[config.mk]
export PLATFORM = sky130hd
export DESIGN_NAME = prod_accum
export DESIGN_NICKNAME = d
export VERILOG_FILES = /design/src/rtl/prod_accum_pkg.sv /design/src/rtl/prod_accum.sv
export SDC_FILE = /design/constraint.sdc
export NUM_CORES = 1
export LEC_CHECK = 0
export ABC_AREA = 1
export ABC_CLOCK_PERIOD_IN_PS = 2100
export BUFFER_PORTS_ARGS = -buffer_cell sky130_fd_sc_hd__buf_4
export CAP_MARGIN = 40
export CORE_AREA = 4 4 78 44
export DETAILED_ROUTE_END_ITERATION = 10
export DIE_AREA = 0 0 82 48
export GPL_TIMING_DRIVEN = 0
export HOLD_SLACK_MARGIN = 0.1
export PLACE_DENSITY = 0.77
export SYNTH_ARGS = -nofsm -noshare
export SYNTH_HDL_FRONTEND = slang
export SYNTH_SLANG_ARGS = --single-unit
export TNS_END_PERCENT = 5
[constraint.sdc]
create_clock -name clk -period 2.1 [get_ports clk]
set_input_delay 0.42 -clock clk [delete_from_list [all_inputs] [get_ports clk]]
set_output_delay 0.42 -clock clk [all_outputs]
set_load 0.01 [all_outputs]
[src/rtl/prod_accum_pkg.sv]
// Shared constants and state encoding for the product accumulator that sits
// behind the 3x3 multiplier.
package prod_accum_pkg;

  localparam int DEF_PW = 6;
  localparam int DEF_N  = 8;
  localparam int DEF_CW = 3;
  localparam int DEF_AW = DEF_PW + DEF_CW;

  typedef enum logic [1:0] {
    ST_IDLE  = 2'd0,
    ST_ACCUM = 2'd1,
    ST_DONE  = 2'd2
  } state_t;

endpackage

[src/rtl/prod_accum.sv]
// Batch accumulator: sums N products arriving on a valid/ready handshake, tracks
// the largest one, and holds both on an output handshake until consumed.
module prod_accum
  import prod_accum_pkg::*;
#(
  parameter int PW = DEF_PW,
  parameter int N  = DEF_N,
  parameter int CW = DEF_CW,
  parameter int AW = DEF_AW
) (
  input  logic          clk,
  input  logic          rst,
  input  logic          start,
  input  logic          in_valid,
  input  logic [PW-1:0] in_prod,
  output logic          in_ready,
  output logic          out_valid,
  input  logic          out_ready,
  output logic [AW-1:0] sum,
  output logic [PW-1:0] max_prod,
  output logic [CW-1:0] count,
  output logic          busy
);

  localparam logic [CW-1:0] LAST = CW'(N - 1);

  state_t        state_q, state_d;
  logic [AW-1:0] sum_q, sum_d;
  logic [PW-1:0] max_q, max_d;
  logic [CW-1:0] cnt_q, cnt_d;

  always_comb begin
    state_d = state_q;
    sum_d   = sum_q;
    max_d   = max_q;
    cnt_d   = cnt_q;
    case (state_q)
      ST_IDLE: begin
        if (start) begin
          sum_d   = '0;
          max_d   = '0;
          cnt_d   = '0;
          state_d = ST_ACCUM;
        end
      end
      ST_ACCUM: begin
        // in_ready is a pure decode of ACCUM, so in_valid alone marks a transfer
        if (in_valid) begin
          sum_d = sum_q + AW'(in_prod);
          if (in_prod > max_q) max_d = in_prod;
          if (cnt_q == LAST) begin
            cnt_d   = '0;
            state_d = ST_DONE;
          end else begin
            cnt_d = cnt_q + 1'b1;
          end
        end
      end
      ST_DONE: begin
        if (out_ready) state_d = ST_IDLE;
      end
      default: state_d = ST_IDLE;
    endcase
  end

  always_ff @(posedge clk or posedge rst) begin
    if (rst) begin
      state_q <= ST_IDLE;
      sum_q   <= '0;
      max_q   <= '0;
      cnt_q   <= '0;
    end else begin
      state_q <= state_d;
      sum_q   <= sum_d;
      max_q   <= max_d;
      cnt_q   <= cnt_d;
    end
  end

  assign in_ready  = (state_q == ST_ACCUM);
  assign out_valid = (state_q == ST_DONE);
  assign busy      = (state_q == ST_ACCUM) || (state_q == ST_DONE);
  assign sum       = sum_q;
  assign max_prod  = max_q;
  assign count     = cnt_q;

endmodule

; Yosys cells after proc, flatten, opt, wreduce, memory -nomap -nowiden
; Index checks and enable logic that the tools add are counted.
[word_totals]
register_bits = 20
input_bits = 11
output_inout_bits = 21
elab_cells = 37
[op_classes]
addsub = 2
magnitude_cmp = 1
eq_ne = 8
muxes = 16
reduce_logical = 6
[op_table]
columns = cell, count
row1 = two-way mux 6 bit, 3
row2 = two-way mux 9 bit, 2
row3 = case mux 9 bit (2 select lines), 1
row4 = case mux 6 bit (2 select lines), 1
row5 = adder 9 x 6 -> 9 bit, 1
row6 = two-way mux 3 bit, 3
row7 = two-way mux 2 bit, 4
row8 = AND reduction 4 bit, 2
row9 = greater-than comparator 6 bit, 1
row10 = != test 2 x 1 -> 1 bit (second input constant), 3
row11 = case mux 2 bit (3 select lines), 1
row12 = case mux 3 bit (2 select lines), 1
row13 = != test 2 bit (second input constant), 2
row14 = adder 3 x 1 -> 3 bit (second input constant), 1
row15 = equality test 3 bit (second input constant), 1
row16 = AND reduction 3 bit, 1
row17 = equality test 2 x 1 -> 1 bit (second input constant), 1
row18 = equality test 2 bit (second input constant), 1
row19 = zero test 2 bit, 1
row20 = nonzero test 2 bit, 1
row21 = logical OR 1 bit, 1

; Logic depth before layout (Yosys ltp)
; Gate-level depths: netlist of run 1.
[logic_depth]
ltp_word = 4
ltp_mapped = 11
ltp_nobuf = 11

; Least setup slack after synthesis of run 1
; No wires, ideal clock.
[synth_timing]
kind = input -> register
startpoint = input port in_prod[0]
endpoint = register sum_q[8] (netlist: sum[8])
setup_ps = 119
arrival_ps = 1437
t_required_ps = 1981
setup_slack_ps = 544
cell_stages = 6
path_buffers = 0
cell_sequence = ha_1 > fa_1 > nand3_1 > nand3_1 > a21oi_1 > nor2_1
[synth_between]
elab_chain_len = 3
[synth_rtl]
columns = element, line_no
row1 = from (decl), prod_accum.sv:15  ; input logic [PW-1:0] in_prod,
row2 = adder 9 x 6 -> 9 bit, prod_accum.sv:49  ; sum_d = sum_q + AW'(in_prod);
row3 = two-way mux 9 bit, prod_accum.sv:48  ; if (in_valid) begin
row4 = case mux 9 bit (2 select lines), prod_accum.sv:37  ; case (state_q)
row5 = to (signal assigned), prod_accum.sv:74  ; sum_q <= sum_d;
row6 = to (decl), prod_accum.sv:28  ; logic [AW-1:0] sum_q, sum_d;
; Every way passes these cells. The select of a mux whose other input is x is not followed.
; A chain may end at the register's enable or synchronous reset.

; Final worst setup path of run 1
[layout_timing]
startpoint = register sum_q[0] (netlist: sum[0])
endpoint = register sum_q[8] (netlist: sum[8])
[layout_between]
elab_chain_len = 3
[layout_rtl]
columns = element, line_no
row1 = adder 9 x 6 -> 9 bit, prod_accum.sv:49
row2 = two-way mux 9 bit, prod_accum.sv:48
row3 = case mux 9 bit (2 select lines), prod_accum.sv:37
; Every way passes these cells. The select of a mux whose other input is x is not followed.

==> flow_results.org, run 1 <==
** STA
- The number of max-slew violations in the final report came to 0.
- Final hold violation count :: 0
- Setup repair after global routing missed its margin :: no
- Setup tns final :: 0 ps
- Final worst slack :: 413 ps
- Post-layout minimum cycle time :: 1690 ps
- Setup violations remaining at the end of the flow were counted as 0.
- Worst-case clock skew :: 2.39 ps
- Max_slew headroom :: 0.488
- Portion of the clock cycle consumed by the worst path in the final layout :: 0.803
- Achievable clock frequency :: between 500 and 600 MHz
- Worst Max-Slew Pin Slew :: 767 ps

** Cells and area
- Share of final-layout standard cells stronger than drive strength 1 :: 0.206
- Most common library cell in the layout ignoring fill and taps :: sky130_fd_sc_hd__nand2_1
- Compared with the post-synthesis result, the final layout area differs by 24.6%.
- Leading cell types in the layout, fill and taps excluded :: sky130_fd_sc_hd__nand2_1, sky130_fd_sc_hd__buf_4, sky130_fd_sc_hd__inv_1, sky130_fd_sc_hd__dfrtp_1, sky130_fd_sc_hd__ha_1
- After filler insertion, the fill cell instance count of the layout stands at 259.
- The final layout contains 240 nets.
- ANT cells :: 0

** Routing
- The count of nets left with antenna violations once routing finished came out at 0.
- Number of vias per cell :: around 4.8
- The first detailed-routing pass ran for 4 iterations.
- Residual DRC :: 0
- Count of vias placed by the detailed router :: roughly 1200
- Dividing the detail-routed wire length by the instance count gives 12.0 um.
- For this block, the routed nets add up to 3000 um of wire.
- For this block, the initial DRC count from the detailed router was 80.

** Worst setup path
- The worst setup path is captured at a flip-flop.
- Delay contributed by the slowest stage of the critical path :: approximately 430 ps
- Traced cell by cell, the critical path runs through ha_1 > fa_1 > nand3_1 > nand3_1 > a21oi_1 > nor2_1.
- Cell with the largest stage delay on the worst path :: sky130_fd_sc_hd__fa_1
- The critical path is of the reg2reg type.
- Data arrival time at the worst-slack endpoint :: 1840 ps
- Worst setup slack for register-to-register paths :: 410 ps
- The most numerous cell type found on the critical path is sky130_fd_sc_hd__nand3_1.
- Maximum fanout count along the critical path :: 4
- Critical path data required time :: around 2300 ps
- Startpoint types :: flip-flop
- Origin of the worst setup path :: sum[0]
- Launching point of the worst reg2reg path :: sum[0]

** Floorplan
- Core area :: 2800 um2
- From bottom edge to top edge, the die measures approximately 48 um.
- During I/O placement, the number of pins put on the boundary was 32.
- After floorplanning, the core was divided into 14 placement rows.
- For this configuration, the core starts out at a cell density of 0.490.
- Area of the die :: between 3000 and 4000 um2
- Measured along the x axis, the die boundary spans between 80 and 90 um.

** Synthesis
- In the synthesized netlist the dominant register cell turns out to be sky130_fd_sc_hd__dfrtp_1.
- Counting every instance in the synthesized netlist gives about 170.
- Sequential share of the synthesized area :: 0.364
- The synthesized netlist contains 21 unique library cells.
- Number of synthesized register bits :: 20
- Share of flip-flops with an asynchronous set or reset after synthesis :: 1.00
- Number of flops mapped to enable cells by yosys :: 0
- After synthesis, the mean cell area works out to 7.90 um2.
- Yosys Warn Count :: 0
- Post-synthesis instance area :: 1370 um2
- When the netlist entered floorplanning its net count stood at ~200.

** Power and ir drop
- In this run the power density over the cells is 1320 nW/um2.
- Max VDD drop :: ~0.58 mV
- For this design the static power due to leakage is between 0.0009 and 0.001 uW.

** CTS
- Maximum clock insertion buffer count :: 2
- The tree is rooted in a sky130_fd_sc_hd__clkbuf_8.
- CTS buffer count :: 3
- Clock latency on the worst-skew pair, taken at its later pin, is 260 ps.
- In this run, post-CTS repair resized a total of 0 instances.
- Hold-fix buffer count after cts :: 0
- In this run the number of H-tree levels came out at 1.
- Post-CTS Setup Bufs :: 0
- Clock input transition at the sequential cells of the worst setup and hold paths :: 80 ps
- Clock sink count :: 20
- TritonCTS built the clock tree.

** Global route
- Pin count of the biggest net entering global routing :: 21
- GRT Overall Usage :: 0.176
- The number of global-route vias before repair came to 1079.
- Initial antenna violation count :: 0
- Wire length of the first global-routing pass :: a little over 5000 um
- Total congestion overflow :: 0

** Worst hold path
- The worst hold path belongs to the class in2async.

** Placement
- OpenSTA, run right after detailed placement, puts the worst setup slack at 282 ps.
- The HPWL after detailed placement is 2340 um.
- Routability-driven placement finished with a final weighted congestion of 0.878.
- During placement, the flow inserted port buffers numbering 31.

** Job
- Across the run, the number of max-cap violations was 0.

** Outcome
- Outcome :: completed
==> worst paths after layout <==
check	to	cells after the start
max reg2reg	sum[8]	6
max	sum[8]	6
min	sum[8]	2
min in group clk	max_prod[0]	3
min reg2reg	max_prod[3]	2
max in group asynchronous	max_prod[0]	2
==> sequential cells by signal, indices dropped and copies added, names as in the netlist <==
register / flops
count: 3
max_prod: 6
state_q: 2
sum: 9
==> logic make-up (layout without fill, tap and decap cells) <==
logic type / Yosys count / count (layout) / share of synthesized area
adder cells (fa/ha/maj): 19 / 19 / 0.179
flip-flops: 20 / 20 / 0.364
buffers and inverters: 28 / 63 / 0.0783
AND/OR/NAND/NOR: 84 / 84 / 0.280
AO/OA/AOI/OAI: 22 / 22 / 0.0929
XOR/XNOR: 1 / 1 / 0.00638
==> Yosys cell counts, types with 2 or more instances <==
library cell	instances	area [um2]
sky130_fd_sc_hd__ha_1	18	225
sky130_fd_sc_hd__nand3b_1	2	15.0
sky130_fd_sc_hd__a21oi_1	9	45.0
sky130_fd_sc_hd__o21ai_0	8	40.0
sky130_fd_sc_hd__nor2_2	2	12.5
sky130_fd_sc_hd__nand2_4	2	22.5
sky130_fd_sc_hd__nand2_1	52	195
sky130_fd_sc_hd__nor2_1	9	33.8
sky130_fd_sc_hd__inv_1	26	97.6
sky130_fd_sc_hd__dfrtp_1	20	500
sky130_fd_sc_hd__nand3_1	13	65.1
sky130_fd_sc_hd__a22o_1	4	35.0
==> stage by stage <==
step / instances / total power [uW] / cell area, um2 / utilization / hold slack (ps)
final: 249 / 2250 / 1710 / 0.611 / 294
after global routing: 249 / 2480 / 1710 / 0.611 / 371
after CTS: 249 / 2280 / 1710 / 0.611 / 315
after detailed placement: 245 / 1960 / 1660 / 0.591 / 513
after global placement: 245 / 1930 / 1660 / 0.591 / 511
after floorplan: 174 / 1520 / 1370 / - / 384
==> worst max-delay path: cells and delay by family, from the launching register on <==
kind	cells	cell delay, ps
AOI/OAI and AO/OA	1	200
adders and majority gates	2	640
DFF	1	410
and+or+nand+nor	3	330
==> cell type report <==
| cell class | count | area (um2) | share of cell area |
|---|---|---|---|
| Clock buffer | 4 | 55.1 | 0.0322 |
| Inverter | 28 | 108 | 0.0629 |
| Multi-Input combinational cell | 126 | 766 | 0.447 |
| Sequential cell | 20 | 500 | 0.292 |
| Tap cell | 40 | 50.0 | 0.0292 |
| Timing Repair Buffer | 31 | 233 | 0.136 |
==> report_power, final <==
part           switching, uW  total [uW]  internal [uW]
Combinational            771        1320            544
Clock                    133         300            167
Sequential               115         636            521
==> metal layers <==
| layer | track usage | vias to the layer above | wire length, um | part of all wire |
|---|---|---|---|---|
| met4 | 0.0298 | 0 | 0 | 0 |
| met2 | 0.254 | 35 | 1210 | 0.40 |
| met1 | 0.262 | 541 | 1600 | 0.53 |
| met3 | 0.0526 | 0 | 187 | 0.062 |
| li1 | - | 631 | - | - |
| met5 | 0 | - | 0 | 0 |
No activity file was read; power rests on OpenSTA's default activity.
==> run 2, diff against run 1 <==
--- a/config.mk
+++ b/config.mk
@@ -6,15 +6,15 @@
 export NUM_CORES = 1
 export LEC_CHECK = 0
 export ABC_AREA = 1
-export ABC_CLOCK_PERIOD_IN_PS = 2100
+export ABC_CLOCK_PERIOD_IN_PS = 1400
 export BUFFER_PORTS_ARGS = -buffer_cell sky130_fd_sc_hd__buf_4
 export CAP_MARGIN = 40
-export CORE_AREA = 4 4 78 44
+export CORE_AREA = 4 4 81 45
 export DETAILED_ROUTE_END_ITERATION = 10
-export DIE_AREA = 0 0 82 48
+export DIE_AREA = 0 0 85 49
 export GPL_TIMING_DRIVEN = 0
 export HOLD_SLACK_MARGIN = 0.1
-export PLACE_DENSITY = 0.77
+export PLACE_DENSITY = 0.76
 export SYNTH_ARGS = -nofsm -noshare
 export SYNTH_HDL_FRONTEND = slang
 export SYNTH_SLANG_ARGS = --single-unit
==> constraint.sdc (replaced) <==
create_clock -name clk -period 1.4 [get_ports clk]
set_input_delay 0.28 -clock clk [delete_from_list [all_inputs] [get_ports clk]]
set_output_delay 0.28 -clock clk [all_outputs]
set_load 0.01 [all_outputs]
==> run 2 against run 1 <==
  * Power is 95% higher
  * Global-route usage is 0.54 points lower
  * Die area is 5.8% higher
  * Clock skew is 4.5 ps higher
  * The run now ends with negative setup slack left
  * First-iteration DRC count is 10% lower
  * Combinational power is 130% higher
  * Clock power is 47% higher
  * Register-to-register slack worse by 530 ps
  * Critical endpoint unchanged
  * Sequential power is 53% higher
  * Core utilization is 11 points higher
  * Non-clock buffer count is 15 higher
==> flow_results.org, run 2 (synthesis results as in run 1) <==
** Cells and area
- The number of flip-flops in the largest register came to 9 (unchanged).
- Final #Nets :: 256 (+6.7%)
- Filler cells :: 195 (-25%)
- Relative to the synthesized area, the layout overhead comes to 54.0%.
- The top cell types in the final layout, fill and taps aside, are sky130_fd_sc_hd__nand2_1, sky130_fd_sc_hd__buf_4, sky130_fd_sc_hd__inv_1, sky130_fd_sc_hd__dfrtp_1.
- ANT cells :: 0 (unchanged)
- The fraction of final layout cells with drive strength greater than 1 was 0.453 (+0.248).
- Number of standard cells in the layout, taps in and fillers out :: 265 (+6.4%)
- The share of the core filled with cells came to 0.723 (+0.113).

** Global route
- Wire length of the first global-routing pass :: 5750 um (+14%)
- The global-route congestion overflow total came to 0 (unchanged).
- The total global-route track usage came to 0.171 (-0.00538).
- Number of global-route vias before repair :: 1285 (+19%)
- The pin count of the biggest net entering global routing is 21 (unchanged).
- The number of antenna violations at the first check in global routing came to 0 (unchanged).

** Routing
- Residual DRC :: 0 (unchanged)
- The via-per-instance ratio was 5.08 (+4.8%).
- The DRC marker count from the first detailed-route iteration was 72 (-10%).
- Final wirelength :: 3610 um (+20%)
- The final antenna-violating net count was 0 (unchanged).
- Count of vias placed by the detailed router :: 1346 (+12%)
- Number of search-and-repair iterations in the first detailed-routing pass :: 4 (unchanged)
- The detail-routed net length per standard cell is 13.6 um (+13%).

** Outcome
- Violated checks :: negative setup slack
- Outcome :: complete, but fails checks

** CTS
- The later-pin clock latency in the skew report was 260 ps (about the same).
- Clock input transition at the sequential cells of the worst setup and hold paths :: 80 ps (about the same)
- The H-tree depth reported by CTS was 1 (unchanged).
- Clock sink count :: 20 (unchanged)
- CTS buffer count :: 3 (unchanged)
- Maximum clock insertion buffer count :: 2 (unchanged)
- TritonCTS built the clock tree.
- Cell at the root of the clock tree :: sky130_fd_sc_hd__clkbuf_8

** Floorplan
- Initial cell density of the core :: 0.470 (-0.0205)
- The die outline height came to 49 um (+2.1%).
- The area of the die was 4170 um2 (+5.8%).
- The die span in x came to 85 um (+3.7%).
- Number of I/O pins :: 32 (unchanged)
- The number of placement rows came to 14 (unchanged).
- Core area :: 2930 um2 (+4.4%)

** Job
- The max-cap violation count was 0 (unchanged).

** Placement
- Placed Instances :: 245 (unchanged)
- The half-perimeter wire length after detailed placement came to 2350 um (+0.18%).
- Gpl congestion :: 0.850 (-3.2%)
- The count of input and output buffers was 31 (unchanged).

** Worst setup path
- Type of the setup path with the least slack :: reg2reg
- The data arrival time of the critical path is 1670 ps (-170 ps).
- Critical path data required time :: 1560 ps (-690 ps)
- STA classifies the critical path endpoint as a flip-flop.
- Startpoint types :: flip-flop
- Maximum fanout count along the critical path :: 4 (unchanged)

** STA
- The setup violation total in the final timing report was 16 (+16).
- Worst Max-Slew Pin Slew :: 781 ps (+14.3 ps)
- Portion of the clock cycle consumed by the worst path in the final layout :: 1.08 (+0.277)
- The clock tree skew after final layout came to 6.91 ps (+4.52 ps).
- Achievable clock frequency :: 661 MHz (+12%)
- The time the worst path needs with I/O delays and setup came to 1510 ps (-174 ps).
- Hold slack :: 169 ps (-126 ps)
- The final-layout setup total negative slack came to -757 ps (-757 ps).
- The number of max-slew violations in the final report came to 0 (unchanged).
- The worst setup slack after layout was -113 ps (-526 ps).
- The tightest slew margin relative to the limit is 0.479 (-0.00955).
- The hold violation total from the final report is 0 (unchanged).
- Setup repair after global routing missed its margin :: yes

** Worst hold path
- The min-delay analysis places its worst path in the category in2async.

** Power and ir drop
- Leakage :: 0.00108 uW (+12%)
- Pwr Density :: 2080 nW/um2 (+58%)
- The sum of internal, switching and leakage power is 4400 uW (+95%).
- Max VDD drop :: 1.36 mV (+140%)
==> run 2: cell count changes in the layout (fill, tap and decap cells not counted), moves of 6 or more <==
cell | before | now
sky130_fd_sc_hd__ha_4 | 0 | 10
sky130_fd_sc_hd__nand2_1 | 52 | 42
sky130_fd_sc_hd__nand2_2 | 0 | 7
sky130_fd_sc_hd__buf_4 | 31 | 42
sky130_fd_sc_hd__ha_1 | 18 | 7
sky130_fd_sc_hd__inv_1 | 26 | 20
==> run 2: final timing paths <==
kind	start	end	slack (ps)	cells past startpoint
max reg2reg	sum[0]	sum[8]	-110	6
min reg2reg	max_prod[1]	max_prod[1]	540	2
min	rst	count[2]	170	2
max	sum[0]	sum[8]	-110	6
max in group asynchronous	rst	sum[1]	690	2
min in group clk	in_prod[1]	max_prod[1]	270	3
==> run 2: metrics by stage <==
step	setup slack (ps)	area, um2
final	-113	2120
after global routing	-199	2120
after CTS	-73.4	1950
after detailed placement	-175	1670
after global placement	-159	1670
after floorplan	-46.7	1390
==> run 2: per-layer routing <==
| metal | GRT usage | part of all wire |
|---|---|---|
| met1 | 0.212 | 0.43 |
| met2 | 0.299 | 0.51 |
| met3 | 0.0337 | 0.039 |
| met4 | 0.0500 | 0.021 |
| met5 | 0 | 0 |
==> run 2: area by class of cell <==
cell class                      instances  area, um2  area share
Sequential cell                        20        502       0.237
Timing Repair Buffer                   46        360       0.170
Tap cell                               40       50.0      0.0237
Multi-Input combinational cell        127       1030       0.486
Clock buffer                            4       55.1      0.0260
Inverter                               28        120      0.0568
==> run 2: what timing repair did <==
action,CTS,global route
setup endpoints to repair,21,23
gates resized for setup,33,29
gates cloned,1,0
buffers inserted,9,6
hold buffers,0,0
pin swaps,13,21
==> run 2: power breakdown <==
group | total [uW] | switching, uW | leakage, uW | internal [uW]
registers | 976 | 192 | 0.000264 | 784
clock network | 440 | 190 | 0.0000288 | 250
logic | 2980 | 1590 | 0.000788 | 1400
total | 4400 | 1970 | 0.00108 | 2430
==> run 2: critical path, stage by stage, from the launching register on <==
cell and delay, ps:
sky130_fd_sc_hd__dfrtp_1 410, sky130_fd_sc_hd__ha_4 180, sky130_fd_sc_hd__fa_2 420, sky130_fd_sc_hd__nand3_2 100
sky130_fd_sc_hd__nand3_4 100, sky130_fd_sc_hd__a21oi_2 150, sky130_fd_sc_hd__nor2_1 50
==> run 3, diff against run 2 <==
--- a/config.mk
+++ b/config.mk
@@ -5,7 +5,6 @@
 export SDC_FILE = /design/constraint.sdc
 export NUM_CORES = 1
 export LEC_CHECK = 0
-export ABC_AREA = 1
 export ABC_CLOCK_PERIOD_IN_PS = 1400
 export BUFFER_PORTS_ARGS = -buffer_cell sky130_fd_sc_hd__buf_4
 export CAP_MARGIN = 40
==> run 3 against run 2 <==
  * The flow still finishes with violations (negative setup slack)
  * Hold slack lost 1.8 ps
  * Critical path depth unchanged
  * First-iteration DRC count down 68%
  * Die area stayed put
  * Count of clock-buffer cells in the layout stayed put
  * Non-clock buffer count decreased by 10
  * Sequential power is essentially flat
  * Clock power shrank 8.0%
  * Cell area is 14% lower
  * Clock skew is 3.1 ps lower
  * Routed wire length decreased by 13%
  * Via count fell by 14%
  * Critical path type unchanged
==> flow_results.org, run 3 <==
** Outcome
- The run finished, with violations left.
- Violated checks :: negative setup slack

** Power and ir drop
- The power density of the placed cells was 1990 nW/um2 (-4.5%).
- Gate power share :: 0.612 (-0.066)
- The sequential share of power was 0.277 (+0.055).
- The relative contribution of the clock network to total power was 0.112 (+0.012).
- Leakage :: 0.000892 uW (-17%)
- Net switching share of the total power :: 0.412 (-0.0360)
- The cell-internal power was 2140 uW (-12%).
- Max VDD drop :: 1.12 mV (-18%)
- The net load switching power came to 1490 uW (-24%).
- Total chip power :: 3630 uW (-18%)

** CTS
- The buffer depth of the longest clock path came to 2 (unchanged).
- TritonCTS built the clock tree.
- The H-tree depth reported by CTS is 1 (unchanged).
- The tree is rooted in a sky130_fd_sc_hd__clkbuf_8.
- The later-pin clock latency in the skew report came to 260 ps (about the same).
- Clock sink count :: 20 (unchanged)
- The total CTS buffers came to 3 (unchanged).
- Clock input transition at the sequential cells of the worst setup and hold paths :: 80 ps (about the same)

** Worst hold path
- In this run the worst hold path is classified as in2async.

** Global route
- Wire length of the first global-routing pass :: 5400 um (-6.1%)
- GRT Overall Usage :: 0.161 (-0.00925)
- The global-route congestion overflow total is 0 (unchanged).
- The number of antenna violations at the first check in global routing came to 0 (unchanged).
- The pin count of the biggest net entering global routing is 21 (unchanged).
- The number of global-route vias before repair is 1151 (-10%).

** Synthesis
- Leading post-synthesis cells by cell area :: sky130_fd_sc_hd__dfrtp_1, sky130_fd_sc_hd__ha_1, sky130_fd_sc_hd__inv_1
- Proportion of netlist area held by the largest area contributor :: 0.365 (about the same)
- The synthesis warning total was 0 (unchanged).
- Adder-Cell Fraction of Synth Area :: 0.179 (about the same)
- The register area share after synthesis came to 0.365 (about the same).
- The per-instance average area after synthesis was 9.95 um2 (+26%).
- The compound-cell area share of the yosys netlist came to 0.204 (+0.111).
- Summed over all instances, the cell type with the most area after synthesis is sky130_fd_sc_hd__dfrtp_1.
- The share of flip-flops with an asynchronous set or reset is 1.00 (unchanged).
- Number of flops mapped to enable cells by yosys :: 0 (unchanged)
- The synthesized netlist net count is 168 (-18%).
- Top FF cell, synth :: sky130_fd_sc_hd__dfrtp_1
- After synthesis, the most frequently instantiated cells are sky130_fd_sc_hd__dfrtp_1, sky130_fd_sc_hd__ha_1, sky130_fd_sc_hd__inv_1.
- The xor and xnor fraction of the mapped netlist area was 0.0191 (+0.0128).
- The number of synthesized register bits is 20 (unchanged).
- The share of synthesized cell area in and, or, nand and nor gates was 0.159 (-0.121).
- By area, the combinational part of the netlist is dominated by compound AO/OA/AOI/OAI gates.
- The synthesized area is 1370 um2 (about the same).
- Mapped Cells :: 138 (-21%)
- The mux contribution to synthesized area is 0.0164 (+0.0164).
- Post-synthesis cell type count :: 41 (+95%)
- Dominant cell by count in the synthesized netlist :: sky130_fd_sc_hd__dfrtp_1

** STA
- The maximum clock frequency is 519 MHz (-21%).
- Max_slew headroom :: 0.462 (-0.0167)
- Setup Viol. Count Final :: 20 (+4)
- The final period utilization is 1.38 (+0.296).
- Final worst slack :: -527 ps (-414 ps)
- The clock tree skew after final layout is 3.84 ps (-3.07 ps).
- Max Transition Viols Final :: 0 (unchanged)
- The hold violation total from the final report came to 0 (unchanged).
- The pin slew with the least headroom to its limit was 806 ps (+24.9 ps).
- Setup repair after global routing could not meet its margin everywhere.
- The time the worst path needs with I/O delays and setup was 1930 ps (+414 ps).

** Cells and area
- The layout net count is 206 (-20%).
- Compared with the post-synthesis result, the final layout area differs by 33.1%.
- The number of flip-flops in the largest register came to 9 (unchanged).
- Post-route design area :: 1830 um2 (-14%)
- ANT cells :: 0 (unchanged)
- Leading cell types in the layout, fill and taps excluded :: sky130_fd_sc_hd__buf_4, sky130_fd_sc_hd__dfrtp_1, sky130_fd_sc_hd__inv_1, sky130_fd_sc_hd__ha_1, sky130_fd_sc_hd__a21oi_1
- Share of final-layout standard cells stronger than drive strength 1 :: 0.326 (-0.128)
- Most common library cell in the layout ignoring fill and taps :: sky130_fd_sc_hd__buf_4

** Routing
- The detail-routed net length per standard cell is 14.6 um (+7.2%).
- The DRC violations left is 0 (unchanged).
- Count of vias placed by the detailed router :: 1152 (-14%)
- Final wirelength :: 3140 um (-13%)
- Number of design-rule violations left by the first detailed-router iteration :: 23 (-68%)
- The number of detailed-route iterations in the first pass was 4 (unchanged).
- Number of vias per cell :: 5.36 (+5.5%)
- The final antenna-violating net count came to 0 (unchanged).

** Worst setup path
- Critical path data required time :: 1550 ps (about the same)
- Reg-to-Reg End :: sum[7]
- Startpoint types :: flip-flop
- Maximum fanout count along the critical path :: 5 (+1)
- The number of cell instances on the worst register-to-register path is 6 (unchanged).
- The worst reg-to-reg setup slack was -530 ps (-410 ps).
- Type of the setup path with the least slack :: reg2reg
- Launching point of the worst reg2reg path :: state_q[1]
- STA classifies the critical path endpoint as a flip-flop.
- The data arrival time of the critical path came to 2080 ps (+410 ps).

** Floorplan
- Cell Rows :: 14 (unchanged)
- Die span in y :: 49 um (unchanged)
- The die span in x came to 85 um (unchanged).
- The area of the die was 4170 um2 (unchanged).
- Number of I/O pins :: 32 (unchanged)
- Initial cell density of the core :: 0.469 (about the same)
- The core box area is 2930 um2 (unchanged).

** Placement
- Gpl congestion :: 0.863 (+1.6%)
- The instance area after placement is 1690 um2 (+1.5%).
- IO Port Bufs :: 31 (unchanged)
- The half-perimeter wire length after detailed placement is 2380 um (+1.6%).

** Job
- Number of max-cap violations :: 0 (unchanged)
run 3: cell types whose count changed after synthesis, sizes merged, moves of 3 or more:
cell,previous run,this run
o32ai,0,6
nand2,54,5
a211o,0,3
nand3,15,0
inv,28,18
or3,0,3
nor2b,0,6
nor2,11,5
run 3: critical path, stage by stage (launching register included):
cell and delay [ps]:
sky130_fd_sc_hd__dfrtp_1 390, sky130_fd_sc_hd__inv_2 80, sky130_fd_sc_hd__ha_4 180, sky130_fd_sc_hd__nor2b_4 130, sky130_fd_sc_hd__or4_4 540, sky130_fd_sc_hd__nor4_4 170, sky130_fd_sc_hd__mux2_4 320
run 3: worst max-delay path by stage:
stage	startpoint	endpoint	slack (ps)
2_1_floorplan	state_q[0]	sum[7]	-600
4_1_cts	state_q[0]	sum[7]	-580
6_report	state_q[1]	sum[7]	-530
3_3_place_gp	state_q[0]	sum[7]	-690
3_5_place_dp	state_q[0]	sum[7]	-720
5_1_grt	state_q[1]	sum[7]	-600
run 3: routing by layer:
layer  up-vias  share of wire  track usage
met2        17           0.48        0.278
met5         -              0            0
met4         0         0.0077       0.0316
met3         2          0.040       0.0405
met1       560           0.47        0.206
li1        573              -            -
run 3: layout make-up:
cell class	count	area, um2
multi-input cells	97	888
fillers	251	1100
inverters	18	70.1
plain buffers	2	7.51
repair buffers	34	263
flip-flops and latches	20	503
well taps	40	50.0
clock buffers	4	45.0
run 3: through the flow:
stage                     hold WS (ps)  cells  utilization  setup WS, ps  setup TNS (ps)
after global routing               252    215        0.624          -595           -9280
final                              167    215        0.624          -527           -7560
after detailed placement           493    209        0.579          -723           -8910
after CTS                          205    215        0.620          -584           -8700
after floorplan                    244    138            -          -602           -6010
after global placement             473    209        0.579          -693           -8430
run 3: what timing repair did:
action | in CTS | in global routing
hold buffers | 0 | 0
pin swaps | 5 | 4
setup endpoints to repair | 22 | 23
setup buffers | 2 | 1
gates resized for setup | 11 | 8
run 3: power by group through the flow:
| stage | clock network (uW) | registers (uW) | logic [uW] |
|---|---|---|---|
| 2_1_floorplan | 0 | 1070 | 1230 |
| 3_3_place_gp | 0 | 992 | 1920 |
| 3_5_place_dp | 0 | 1010 | 1980 |
| 4_1_cts | 409 | 998 | 2220 |
| 5_1_grt | 440 | 1040 | 2470 |
| 6_report | 405 | 1000 | 2220 |
run 3: logic make-up after synthesis:
family,Yosys count
compound gates,39
xor+xnor,3
fa+ha+maj,19
buf+inv,21
flops,20
mux,2
simple gates,34
